File: config.mk
export PLATFORM = sky130hd
export DESIGN_NAME = seg_scan_driver
export DESIGN_NICKNAME = d
export VERILOG_FILES = /design/src/rtl/seg_scan_driver.sv
export SDC_FILE = /design/constraint.sdc
export NUM_CORES = 1
export LEC_CHECK = 0
export ABC_AREA = 1
export CAP_MARGIN = 10
export CORE_MARGIN = 5
export CORE_UTILIZATION = 35
export CTS_CLUSTER_SIZE = 10
export DETAILED_ROUTE_END_ITERATION = 10
export SLEW_MARGIN = 20
export SYNTH_ARGS = -nofsm -noshare
export SYNTH_HDL_FRONTEND = slang
export SYNTH_SLANG_ARGS = --single-unit
File: constraint.sdc
create_clock -name CLK -period 5.39 [get_ports CLK]
set_input_delay 1.3475 -clock CLK [delete_from_list [all_inputs] [get_ports CLK]]
set_output_delay 1.3475 -clock CLK [all_outputs]
set_load 0.02 [all_outputs]
File: src/rtl/seg_scan_driver.sv
// Time-multiplexed common-anode seven-segment scanner with per-frame input latching,
// blanking, decimal points and 16-level brightness. Optional `SEG_LZB_EN adds leading-zero blanking.
module seg_scan_driver #(
    parameter int NDIG  = 6,
    parameter int DIV_W = 8
) (
    input  logic                CLK,
    input  logic                reset,
    input  logic [4*NDIG-1:0]   digits,
    input  logic [NDIG-1:0]     dp,
    input  logic [NDIG-1:0]     blank,
    input  logic [3:0]          bright,
    output logic [7:0]          seg,
    output logic [NDIG-1:0]     sa,
    output logic                frame_tick
);
    localparam int IDX_W = (NDIG > 1) ? $clog2(NDIG) : 1;
    localparam logic [DIV_W-1:0] DIV_TERM = '1;
    localparam logic [IDX_W-1:0] IDX_LAST = IDX_W'(NDIG - 1);

    logic [DIV_W-1:0]       div_reg;
    logic [IDX_W-1:0]       idx_reg;
    logic [NDIG-1:0][3:0]   sh_digits_reg;
    logic [NDIG-1:0]        sh_dp_reg;
    logic [NDIG-1:0]        sh_blank_reg;
    logic [3:0]             sh_bright_reg;
    logic [7:0]             seg_reg, seg_next;
    logic [NDIG-1:0]        sa_reg, sa_next;
    logic                   tick_reg;

    logic                   div_term;
    logic                   frame_end;
    logic [NDIG-1:0]        select_onehot;
    logic [NDIG-1:0]        auto_blank;
    logic [3:0]             cur_digit;
    logic [6:0]             pattern;
    logic                   lit;

    assign div_term  = (div_reg == DIV_TERM);
    assign frame_end = div_term && (idx_reg == IDX_LAST);

    always_ff @(posedge CLK) begin
        if (reset) begin
            div_reg <= '0;
            idx_reg <= '0;
        end else begin
            div_reg <= div_reg + 1'b1;
            if (div_term)
                idx_reg <= frame_end ? '0 : idx_reg + 1'b1;
        end
    end

    // Inputs are sampled only at the frame boundary so a frame is never torn.
    always_ff @(posedge CLK) begin
        if (reset) begin
            sh_digits_reg <= '0;
            sh_dp_reg     <= '0;
            sh_blank_reg  <= '1;
            sh_bright_reg <= '0;
        end else if (frame_end) begin
            sh_digits_reg <= digits;
            sh_dp_reg     <= dp;
            sh_blank_reg  <= blank;
            sh_bright_reg <= bright;
        end
    end

    for (genvar gi = 0; gi < NDIG; gi++) begin : g_select
        assign select_onehot[gi] = (idx_reg == IDX_W'(gi));
    end

`ifdef SEG_LZB_EN
    // Run of zero digits without a point, from the leftmost digit down; digit 0 always shows.
    logic [NDIG:0] lz_run;
    assign lz_run[NDIG] = 1'b1;
    for (genvar gi = 0; gi < NDIG; gi++) begin : g_lzb
        assign lz_run[gi] = lz_run[gi+1] && (sh_digits_reg[gi] == 4'h0) && !sh_dp_reg[gi];
        if (gi == 0) begin : g_keep
            assign auto_blank[gi] = 1'b0;
        end else begin : g_run
            assign auto_blank[gi] = lz_run[gi];
        end
    end
`else
    assign auto_blank = '0;
`endif

    always_comb begin
        cur_digit = sh_digits_reg[idx_reg];
        case (cur_digit)
            4'h0: pattern = 7'h3F;
            4'h1: pattern = 7'h06;
            4'h2: pattern = 7'h5B;
            4'h3: pattern = 7'h4F;
            4'h4: pattern = 7'h66;
            4'h5: pattern = 7'h6D;
            4'h6: pattern = 7'h7D;
            4'h7: pattern = 7'h07;
            4'h8: pattern = 7'h7F;
            4'h9: pattern = 7'h6F;
            4'hA: pattern = 7'h77;
            4'hB: pattern = 7'h7C;
            4'hC: pattern = 7'h39;
            4'hD: pattern = 7'h5E;
            4'hE: pattern = 7'h79;
            default: pattern = 7'h71;
        endcase
        // Top four divider bits act as the PWM phase within the dwell.
        lit = (div_reg[DIV_W-1 -: 4] <= sh_bright_reg)
              && !sh_blank_reg[idx_reg] && !auto_blank[idx_reg];
        seg_next = 8'h00;
        sa_next  = '1;
        if (lit) begin
            seg_next = {sh_dp_reg[idx_reg], pattern};
            sa_next  = ~select_onehot;
        end
    end

    always_ff @(posedge CLK) begin
        if (reset) begin
            seg_reg  <= 8'h00;
            sa_reg   <= '1;
            tick_reg <= 1'b0;
        end else begin
            seg_reg  <= seg_next;
            sa_reg   <= sa_next;
            tick_reg <= frame_end;
        end
    end

    assign seg        = seg_reg;
    assign sa         = sa_reg;
    assign frame_tick = tick_reg;
endmodule

==> summary.md, run 1 <==
| Metric | Value |
|---|---|
| Drt total wl | `6598 um` |
| Crit end category | `output port` |
| Crit-path slowest cell | `clkdlybuf4s50_1` |
| Via count | `2661` |
| Ports | `57` |
| CTS tree | `done` |
| HPWL Detailed | `4779 um` |
| Relative slew slack | `0.5890` |
| Final setup violation count | `0` |
| Clock buffer depth | `2` |
| CTS buffer count | `9` |
| Synth cell types | `27` |
| Vias in the first global route | `2540` |
| First-pass GRT wire length | `10960 um` |
| MaxCap Viol Count | `0` |
| Worst hold path type | `reg2reg` |
| Util after Layout | `0.4564` |
| NumNets Final | `522` |
| Vias per cell | `4.644` |
| Syn_nets | `468` |
| Clk root buf | `clkbuf_8` |
| CTS Sinks | `66` |
| CP Max Fanout | `1` |
| Area share of the largest cell type after synthesis | `0.4402` |
| Pwr Density | `234.6 mW/mm^2` |
| Fin. Hold Viols | `0` |
| Startpoint types | `flop` |
| Die Ht | `102.6 um` |
| GR Util All Layers | `0.1320` |
| Tmin final | `2.585 ns` |
| Mapped Cells | `409` |
| Number of port buffers | `56` |
| Crit path required time | `4.04 ns` |
| DRT Pass-1 Iters | `4` |
| Worst EP arrival | `1.24 ns` |
| Antenna Nets Post-Route | `0` |
| CP bufs+invs | `1` |
| Crit share post-route | `0.4797` |
| Area growth syn-to-layout | `26.18%` |
| Initial antenna violation count | `0` |
| Max Clock Skew | `0.009419 ns` |
| Layout cell share with drive strength beyond 1 | `0.07265` |
| Initial DRC count | `121` |
| H-tree levels | `3` |
| Largest register FFs | `24` |
| Register area share after synthesis | `0.4402` |
| Initial core utilization | `0.3617` |
| VDD IR max | `78.64 uV` |
| Final Wtd Congestion | `0.8913` |
| Fmax | `386.8 MHz` |
| Die area | `0.01053 sq mm` |
| Crit Path Category | `reg2out` |
| Yosys warns | `0` |
| Setup_tns | `0 ns` |
| Largest net degree at the start of global routing | `42` |
| Crit path max-delay family | `buffers and inverters` |
| Clock Pin Slew Worst Setup and Hold Paths | `0.07 ns` |
| Max-slew violations | `0` |
| Wire per inst | `11.51 um` |
| # diodes | `0` |
| Design area | `0.003787 sq mm` |
| Placed inst area | `0.003616 sq mm` |
| Core footprint | `0.008299 sq mm` |
| Setup Buffers After CTS | `0` |
| Cts repair resizes | `0` |
| CP cell instances | `clkdlybuf4s50_1` |
| Outcome | `finished clean` |
| RSZ-0062 raised after global routing | `false` |
| Clk_lat worst skew | `0.33 ns` |
| LEAKAGE | `0.001486 uW` |
| Library cell with the largest summed area after synthesis | `dfxtp_1` |
| Max incr delay on CP | `0.59 ns` |
| R2R Setup Slk | `2.82 ns` |
| CTS Hold Buffers Added | `0` |
| Yosys reg bits | `66` |
| Worst-Margin Slew | `0.6144 ns` |
| Synth area leaders | `dfxtp_1 44%, nand2_1 15%, a21oi_1 8.3%` |
| Total grt overflow | `0` |
| Width of the die | `102.6 um` |
| Row count | `33` |
| Synth Cell Area | `0.003002 sq mm` |
| DRC viols | `0` |
| Avg Inst Size Synth | `7.339 sq um` |
cell usage in the layout (no fill, tap or decap), types with 3 or more instances in the layout:
cell type	instances
nand2_1	119
dfxtp_1	66
clkdlybuf4s50_1	56
nor2_1	50
a21oi_1	50
inv_1	23
nand3_1	23
o21ai_0	18
ha_1	17
clkbuf_8	10
inv_2	5
nand2_2	4
or2_2	3
nor3_1	3
clkinv_2	3
final timing paths:
kind	endpoint	cells after the start	from
worst min-delay path	div_reg[0]$_SDFF_PP0_	1	div_reg[0]$_SDFF_PP0_
worst max-delay path	frame_tick	1	frame_tick$_SDFF_PP0_
worst max register to register	sh_blank_reg[2]$_SDFFE_PP1P_	8	idx_reg[1]$_SDFFE_PP0N_
worst min register to register	div_reg[0]$_SDFF_PP0_	1	div_reg[0]$_SDFF_PP0_
power by group:
part           total [uW]  switching [uW]  internal (uW)
sequential            490            1.15            489
combinational        40.1            11.9           28.1
clock                 358             181            177
total                 888             194            694
cells in the mapped netlist:
master	instances
nor3b_1	1
buf_4	2
nor2_2	2
o21ai_0	18
or2_2	3
nand3_1	23
inv_1	23
nor2_8	1
a21oi_1	50
and3_1	1
nand4_4	1
nor2_1	50
buf_6	3
dfxtp_1	66
a32oi_1	1
nand2_1	119
buf_2	5
nand2_2	4
or2_1	1
clkbuf_1	5
inv_2	5
o22ai_1	1
o21bai_1	2
nor3_2	1
nand3b_1	1
ha_1	17
nor3_1	3
per-layer routing:
layer  routed length [um]  GRT usage
met5                    0          0
met4                   56    0.05651
met3                  318    0.03112
met2                 2953     0.2160
met1                 3270     0.1659
through the flow:
step                      cells  total power (uW)  hold slack [ns]  setup slack, ns
after global placement      557             541.7           0.4273            2.484
final                       573             888.5           0.4483            2.805
after floorplan             409             509.7           0.4179            3.314
after CTS                   573             899.9           0.4511            2.777
after global routing        573             925.5           0.4786            2.613
after detailed placement    557             542.1           0.4402            2.483
cell families (layout without fill, tap and decap cells):
kind of cell	Yosys count	after routing	synth area share
AND/OR/NAND/NOR	211	211	0.2997
AO/OA/AOI/OAI	72	72	0.1234
flip-flops	66	66	0.4402
buffers and inverters	43	102	0.06586
adder cells (fa/ha/maj)	17	17	0.07086
area by class of cell:
class / count / area, sq um
clock inverters: 5 / 30.03
repair buffers: 58 / 575.6
inverters: 28 / 105.1
fillers: 842 / 4512
multi-input cells: 300 / 1483
clock buffers: 11 / 141.4
well taps: 105 / 131.4
flip-flops and latches: 66 / 1321
Note: power is estimated with default switching activity, not from simulation.
==> inputs of run 2 (changes only) <==
Clock period 5.39 ns to 2.5 ns, I/O delays scaled along.
==> summary.md, run 2 (synthesized netlist as in run 1, its figures left out) <==
| Metric | Value |
|---|---|
| Outcome | `finished clean` |
| Die area | `0.01053 sq mm` |
| Global route hottest layer | `met2` |
| Clock buffer depth | `2` |
| Vias per cell | `4.621` |
| GRT met3 Usage | `0.03992` |
| Clk root buf | `clkbuf_8` |
| CTS Sinks | `66` |
| Final Power | `2058 uW` |
| Vias in the first global route | `2524` |
| RSZ-0062 raised after global routing | `false` |
| Drt total wl | `6555 um` |
| MaxCap Viol Count | `0` |
| Row count | `33` |
| Die Ht | `102.6 um` |
| Setup_tns | `0 ns` |
| Ports | `57` |
| Commonest non-fill, non-tap cells in the layout | `119 x nand2_1, 66 x dfxtp_1, 56 x clkdlybuf4s50_1, 50 x nor2_1, 50 x a21oi_1` |
| Initial DRC count | `83` |
| Fin. Hold Viols | `0` |
| Most common cell after layout, fill and taps aside | `nand2_1` |
| Fmax | `475.7 MHz` |
| Max-slew violations | `0` |
| Largest register FFs | `24` |
| CTS Hold Buffers Added | `0` |
| Met1 Usage GRT | `0.1734` |
| Worst EP arrival | `2.37 ns` |
| LEAKAGE | `0.001524 uW` |
| Startpoint types | `flop` |
| HPWL Detailed | `4850 um` |
| Crit end category | `flop` |
| Wire per inst | `11.34 um` |
| Placed inst area | `0.003654 sq mm` |
| Max Clock Skew | `0.009556 ns` |
| Relative slew slack | `0.6789` |
| Tmin final | `2.102 ns` |
| Cts repair resizes | `0` |
| Design area | `0.003859 sq mm` |
| Pwr Density | `533.3 mW/mm^2` |
| Worst hold path type | `reg2reg` |
| Largest net degree at the start of global routing | `40` |
| Core footprint | `0.008299 sq mm` |
| CTS buffer count | `9` |
| DRC viols | `0` |
| Initial antenna violation count | `0` |
| Worst-Margin Slew | `0.4816 ns` |
| Final setup violation count | `0` |
| Area growth syn-to-layout | `28.55%` |
| CTS tree | `done` |
| GR Util All Layers | `0.1363` |
| R2R depth | `10` |
| NumNets Final | `527` |
| Final Wtd Congestion | `0.8298` |
| Hold_ws | `0.4458 ns` |
| VDD IR max | `203.7 uV` |
| Setup Buffers After CTS | `0` |
| DRT Pass-1 Iters | `6` |
| Layout cell share with drive strength beyond 1 | `0.08245` |
| Hold Crit Depth | `1` |
| H-tree levels | `3` |
| Antenna Nets Post-Route | `0` |
| Via count | `2671` |
| Width of the die | `102.6 um` |
| Clk_lat worst skew | `0.34 ns` |
| Met2 Usage GRT | `0.2110` |
| Clock Pin Slew Worst Setup and Hold Paths | `0.07 ns` |
| Crit Path Category | `reg2reg` |
| Crit path required time | `2.77 ns` |
| Number of port buffers | `56` |
| Crit share post-route | `0.8409` |
| Initial core utilization | `0.3617` |
| CP Max Fanout | `13` |
| Total grt overflow | `0` |
| First-pass GRT wire length | `11210 um` |
| # diodes | `0` |
## run 2: cell count changes in the layout (fill, tap and decap cells not counted)
cell / before / now
clkinv_2: 3 / 1
clkbuf_8: 10 / 11
buf_4: 2 / 7
bufinv_16: 0 / 1
## run 2: power breakdown
part	internal [uW]	leakage, uW	switching [uW]	total [uW]
Sequential	1050	0.000532	2.46	1060
Combinational	60.6	0.000893	25.4	86.0
Clock	513	0.0000986	401	914
## run 2: path summary, 6_finish.rpt
kind,startpoint,endpoint,slack (ns)
hold / removal,div_reg[0]$_SDFF_PP0_,div_reg[0]$_SDFF_PP0_,0.45
hold reg to reg,div_reg[0]$_SDFF_PP0_,div_reg[0]$_SDFF_PP0_,0.45
setup / recovery,idx_reg[0]$_SDFFE_PP0N_,seg[5]$_SDFF_PP0_,0.40
setup reg to reg,idx_reg[0]$_SDFFE_PP0N_,seg[5]$_SDFF_PP0_,0.40
## run 2: critical path: stages, from the launching register on
cell     delay (ns)
dfxtp_1        0.39
inv_2          0.12
or2_2          0.28
a32oi_1        0.44
inv_1          0.16
ha_1           0.24
inv_1          0.05
nand3_1        0.10
nand2_1        0.08
nand2_1        0.05
a21oi_1        0.11
## run 2: stage by stage
step	utilization	worst slack (ns)	cells
after floorplan	-	0.4319	409
after global placement	0.4402	0.4736	562
after detailed placement	0.4402	0.4318	562
after CTS	0.4649	0.4059	578
after global routing	0.4649	0.1426	578
final	0.4649	0.3977	578
## run 2: final cells by class
cell class / instances / area, sq um
tap: 105 / 131.4
multi-input combinational: 300 / 1483
timing repair buffer: 63 / 613.1
fill: 868 / 4441
sequential: 66 / 1321
clock buffer: 12 / 155.1
inverter: 28 / 105.1
clock inverter: 4 / 50.05
## run 2: metal layers
metal | share of wire | routed length [um]
met1 | 0.48 | 3143
met3 | 0.048 | 313
met5 | 0 | 0
met4 | 0.018 | 115
met2 | 0.46 | 2983
==> inputs of run 3 (changes only) <==
Clock period 2.5 ns to 1.8 ns, I/O delays scaled along.
==> summary.md, run 3 (synthesized netlist as in run 1, its figures left out) <==
| Metric | Value |
|---|---|
| Fin. Hold Viols | `0` |
| Drt total wl | `7206 um` |
| Startpoint types | `flop` |
| R2R depth | `14` |
| Via count | `2751` |
| Crit share post-route | `0.9685` |
| Antenna Nets Post-Route | `0` |
| Crit path required time | `2.08 ns` |
| Most common cell after layout, fill and taps aside | `nand2_1` |
| Initial core utilization | `0.3617` |
| Final setup violation count | `0` |
| Worst hold path type | `reg2reg` |
| Fmax | `573.6 MHz` |
| Clk pwr share | `0.446` |
| Util after Layout | `0.4954` |
| Clk_lat worst skew | `0.34 ns` |
| Die area | `0.01053 sq mm` |
| Hold_ws | `0.4135 ns` |
| Total grt overflow | `0` |
| Crit end category | `flop` |
| Clock buffer depth | `2` |
| Outcome | `finished clean` |
| Crit Path Category | `reg2reg` |
| MaxCap Viol Count | `0` |
| Worst-Margin Slew | `0.4268 ns` |
| Crit-path slowest cell | `dfxtp_4` |
| Area growth syn-to-layout | `36.97%` |
| Core footprint | `0.008299 sq mm` |
| Clk root buf | `clkbuf_8` |
| CTS tree | `done` |
| Comb pwr share | `0.042` |
| Net Sw Frac | `0.2007` |
| DRT Pass-1 Iters | `4` |
| LEAKAGE | `0.001640 uW` |
| Final Wtd Congestion | `0.8081` |
| Cell mode on critical path | `nand2_1` |
| CTS Hold Buffers Added | `0` |
| Layout cell share with drive strength beyond 1 | `0.1546` |
| Number of port buffers | `56` |
| Max Clock Skew | `0.007852 ns` |
| Commonest non-fill, non-tap cells in the layout | `115 x nand2_1, 63 x dfxtp_1, 56 x clkdlybuf4s50_1, 47 x a21oi_1, 46 x nor2_1` |
| CTS Sinks | `66` |
| NumNets Final | `540` |
| Largest net degree at the start of global routing | `40` |
| Initial DRC count | `96` |
| Max incr delay on CP | `0.37 ns` |
| H-tree levels | `3` |
| Crit path max-delay family | `simple AND/OR/NAND/NOR gates` |
| Ports | `57` |
| Final Power | `2869 uW` |
| Max-slew violations | `0` |
| Hold Crit Depth | `1` |
| Net switching power | `575.8 uW` |
| GR Util All Layers | `0.1403` |
| Die Ht | `102.6 um` |
| Met2 Usage GRT | `0.2239` |
| Tmin final | `1.743 ns` |
| First-pass GRT wire length | `11580 um` |
| CP cell instances | `buf_6 > nor2_2 > nor2_1 > o21ai_1 > nand2_1 > nand2_1 > nand2_2 > buf_4 > ha_1 > inv_1 > nand3_1 > nand3_1 > nand2_1 > nor2_1` |
| Worst EP arrival | `2.03 ns` |
| Internal power | `2293 uW` |
| CTS buffer count | `9` |
| Wire per inst | `12.21 um` |
| Part of the power in registers | `0.512` |
| HPWL Detailed | `5340 um` |
| Relative slew slack | `0.7154` |
| Largest register FFs | `24` |
| Vias per cell | `4.663` |
| VDD IR max | `322.5 uV` |
| Row count | `33` |
| Pwr Density | `697.7 mW/mm^2` |
| CP Max Fanout | `5` |
| Initial antenna violation count | `0` |
| DRC viols | `0` |
| GRT met3 Usage | `0.03451` |
| # diodes | `0` |
| CP bufs+invs | `3` |
| Met1 Usage GRT | `0.1791` |
| Clock Pin Slew Worst Setup and Hold Paths | `0.07 ns` |
| Crit. path cell count | `14` |
| Width of the die | `102.6 um` |
| RSZ-0062 raised after global routing | `true` |
| Vias in the first global route | `2626` |
| Global route hottest layer | `met2` |
## run 3: cell types whose count changed in the layout (fill, tap and decap cells not counted), moves of 3 or more
| cell | change |
|---|---|
| buf_4 | +6 |
| o21ai_0 | -5 |
| ha_1 | -4 |
| nand2_1 | -4 |
| nor2_1 | -4 |
| o21ai_1 | +4 |
| a21oi_1 | -3 |
| a21oi_2 | +3 |
| buf_6 | +3 |
| dfxtp_1 | -3 |
| nand2_2 | +3 |
| nor2_2 | +3 |
## run 3: layout make-up
type / count / area, sq um
clock buffer: 13 / 168.9
multi-input combinational: 300 / 1589
fill: 834 / 4188
inverter: 28 / 107.6
timing repair buffer: 76 / 752.0
tap: 105 / 131.4
clock inverter: 2 / 35.03
sequential: 66 / 1328
## run 3: worst reg2reg max path: stages, from the launching register on
cell and delay (ns):
dfxtp_4 0.37, buf_6 0.14, nor2_2 0.08, nor2_1 0.05, o21ai_1 0.08, nand2_1 0.07
nand2_1 0.07, nand2_2 0.09, buf_4 0.16, ha_1 0.17, inv_1 0.08, nand3_1 0.10
nand3_1 0.11, nand2_1 0.05, nor2_1 0.07
## run 3: final timing paths
kind / from / slack (ns) / to
max: idx_reg[0]$_SDFFE_PP0N_ / 0.06 / seg[3]$_SDFF_PP0_
min reg2reg: div_reg[0]$_SDFF_PP0_ / 0.41 / div_reg[0]$_SDFF_PP0_
max reg2reg: idx_reg[0]$_SDFFE_PP0N_ / 0.06 / seg[3]$_SDFF_PP0_
min: div_reg[0]$_SDFF_PP0_ / 0.41 / div_reg[0]$_SDFF_PP0_
## run 3: power by group through the flow
stage | registers (uW) | logic (uW) | clock network (uW)
floorplan | 1500 | 24.7 | 0
global placement | 1500 | 120 | 0
detailed placement | 1500 | 122 | 0
CTS | 1470 | 122 | 1320
global route | 1470 | 133 | 1380
finish | 1470 | 122 | 1280
## run 3: timing repair
item | 4_1_cts | 5_1_grt
buffers inserted | 0 | 2
gates cloned | 0 | 1
gates resized for setup | 2 | 32
endpoints found under the setup margin | 3 | 40
pin swaps | 0 | 6
## run 3: stage by stage
stage	instances	worst slack, ns	instance area [sq um]	setup TNS, ns
3_5_place_dp	572	0.01896	3781	0
4_1_cts	587	0.02241	3991	0
5_1_grt	590	-0.04137	4111	-0.1274
3_3_place_gp	572	0.005961	3781	0
2_1_floorplan	409	0.006885	3030	0
6_report	590	0.05669	4111	0
## run 3: metal layers
metal,share of wire,wire length (um),vias up
li1,-,-,1454
met1,0.46,3348,1230
met2,0.47,3402,57
met3,0.047,338,10
met4,0.016,116,0
met5,0,0,-
==> variant (settings of run 2) <==
`NDIG`: 6 -> 7.
--- a/src/rtl/seg_scan_driver.sv
+++ b/src/rtl/seg_scan_driver.sv
@@ -1,7 +1,7 @@
 // Time-multiplexed common-anode seven-segment scanner with per-frame input latching,
 // blanking, decimal points and 16-level brightness. Optional `SEG_LZB_EN adds leading-zero blanking.
 module seg_scan_driver #(
-    parameter int NDIG  = 6,
+    parameter int NDIG  = 7,
     parameter int DIV_W = 8
 ) (
     input  logic                CLK,
Interface: changed (resized blank, digits, dp and sa); port bits go from 57 to 64. No check against the original RTL was run, so the function may have changed too.
==> variant against run 2 <==
Combinational power grew 29%; cell area is 9.4% higher; final cell count up 6.9%; worst hold slack improved by 0.010 ns; worst setup slack worse by 0.041 ns; wire length rose by 20%; power is 11% higher; sequential power rose by 10%; die area increased by 8.7%; sequential cell count is 7 higher; synthesized area grew 9.7%; maximum frequency is 1.9% lower; critical endpoint is now seg[3]$_SDFF_PP0_; largest cell class unchanged.
==> variant: results (changes against run 2) <==
The share of cells above drive strength 1 is 8.28% (+0.039 points), and the leakage dissipation is 1.70 nW (+11%). The tools report the setup slack at placement as 0.342 ns (-0.0900 ns). For the total wire length, the log shows 7.86 mm (+20%).

On the critical path, the stage with the largest delay is an instance of sky130_fd_sc_hd__dfxtp_1. The data arrival at the endpoint of the critical path was 2.39 ns (+0.02 ns). Sorting the synthesized cells by how often they occur yields sky130_fd_sc_hd__nand2_1 (102), sky130_fd_sc_hd__dfxtp_1 (73), sky130_fd_sc_hd__a21oi_1 (62), sky130_fd_sc_hd__inv_1 (45), sky130_fd_sc_hd__nand3_1 (39). The logs give 4010 um2 (+9.8%) for the total cell area at the placement stage and 31 (-23%) for the largest net degree at the start of global routing.

For the number of filler cells placed in the layout, the log shows 963 (+11%). The share of final layout cell area taken by non-clock buffers is 16.7% (+0.83 points), and the final layout net count is 568 (+7.8%). The total global routing track utilization is 14.7% (+1.1 points), and the total via count in the routed design is 2888 (+8.1%). The met3 capacity usage during global routing came out at 4.21% (+0.22 points). Sequential portion of the cell area: 34.6% (+0.38 points). The flow ran to the end, and the final reports show no timing, DRC or antenna violations.

The switching power was 463 uW (+8.0%). After synthesis, the cell types taking the most area are sky130_fd_sc_hd__dfxtp_1 (44%), sky130_fd_sc_hd__nand2_1 (12%), sky130_fd_sc_hd__a21oi_1 (9.4%). Multi-input logic portion of the cell area: 35.6% (-2.8 points). The count of inverters other than clock inverters in the layout was 53 (+89%); the DRC violation total after the first TritonRoute iteration was 89 (+7.2%). The family with the most delay on the worst path is buffers and inverters. The combinational logic power is 111 uW (+29%). The average detailed-routed wire length per instance is 12.7 um (+12%), and the worst IR drop on VDD is 0.261 mV (+28%). The post-synthesis sequential area ratio was 44.4% (+0.38 points); the flip-flop count of the largest register after layout was 28 (+17%). The tools report the total length of routed met3 wires as 444 um (+42%). The power drawn by the clock network is 1.01 mW (+11%). The non-clock buffer count in the final layout is 73 (+16%), and the sum of met2 wire segment lengths after detailed routing is 3.60 mm (+21%).
variant: cell count changes in the layout (fill, tap and decap cells not counted), moves of 7 or more:
cell	change
sky130_fd_sc_hd__dfxtp_1	+7
sky130_fd_sc_hd__clkdlybuf4s50_1	+7
sky130_fd_sc_hd__nand3_1	+16
sky130_fd_sc_hd__nand2_1	-17
sky130_fd_sc_hd__a21oi_1	+12
sky130_fd_sc_hd__nor2_1	-37
sky130_fd_sc_hd__inv_1	+22
sky130_fd_sc_hd__o21ai_0	+7
sky130_fd_sc_hd__o21ai_1	+17
variant: final timing paths:
kind,start,endpoint,slack [ns],cells past startpoint
max,idx_reg[0]$_SDFFE_PP0N_,seg[3]$_SDFF_PP0_,0.36,12
min,div_reg[0]$_SDFF_PP0_,div_reg[0]$_SDFF_PP0_,0.46,1
max reg2reg,idx_reg[0]$_SDFFE_PP0N_,seg[3]$_SDFF_PP0_,0.36,12
min reg2reg,div_reg[0]$_SDFF_PP0_,div_reg[0]$_SDFF_PP0_,0.46,1
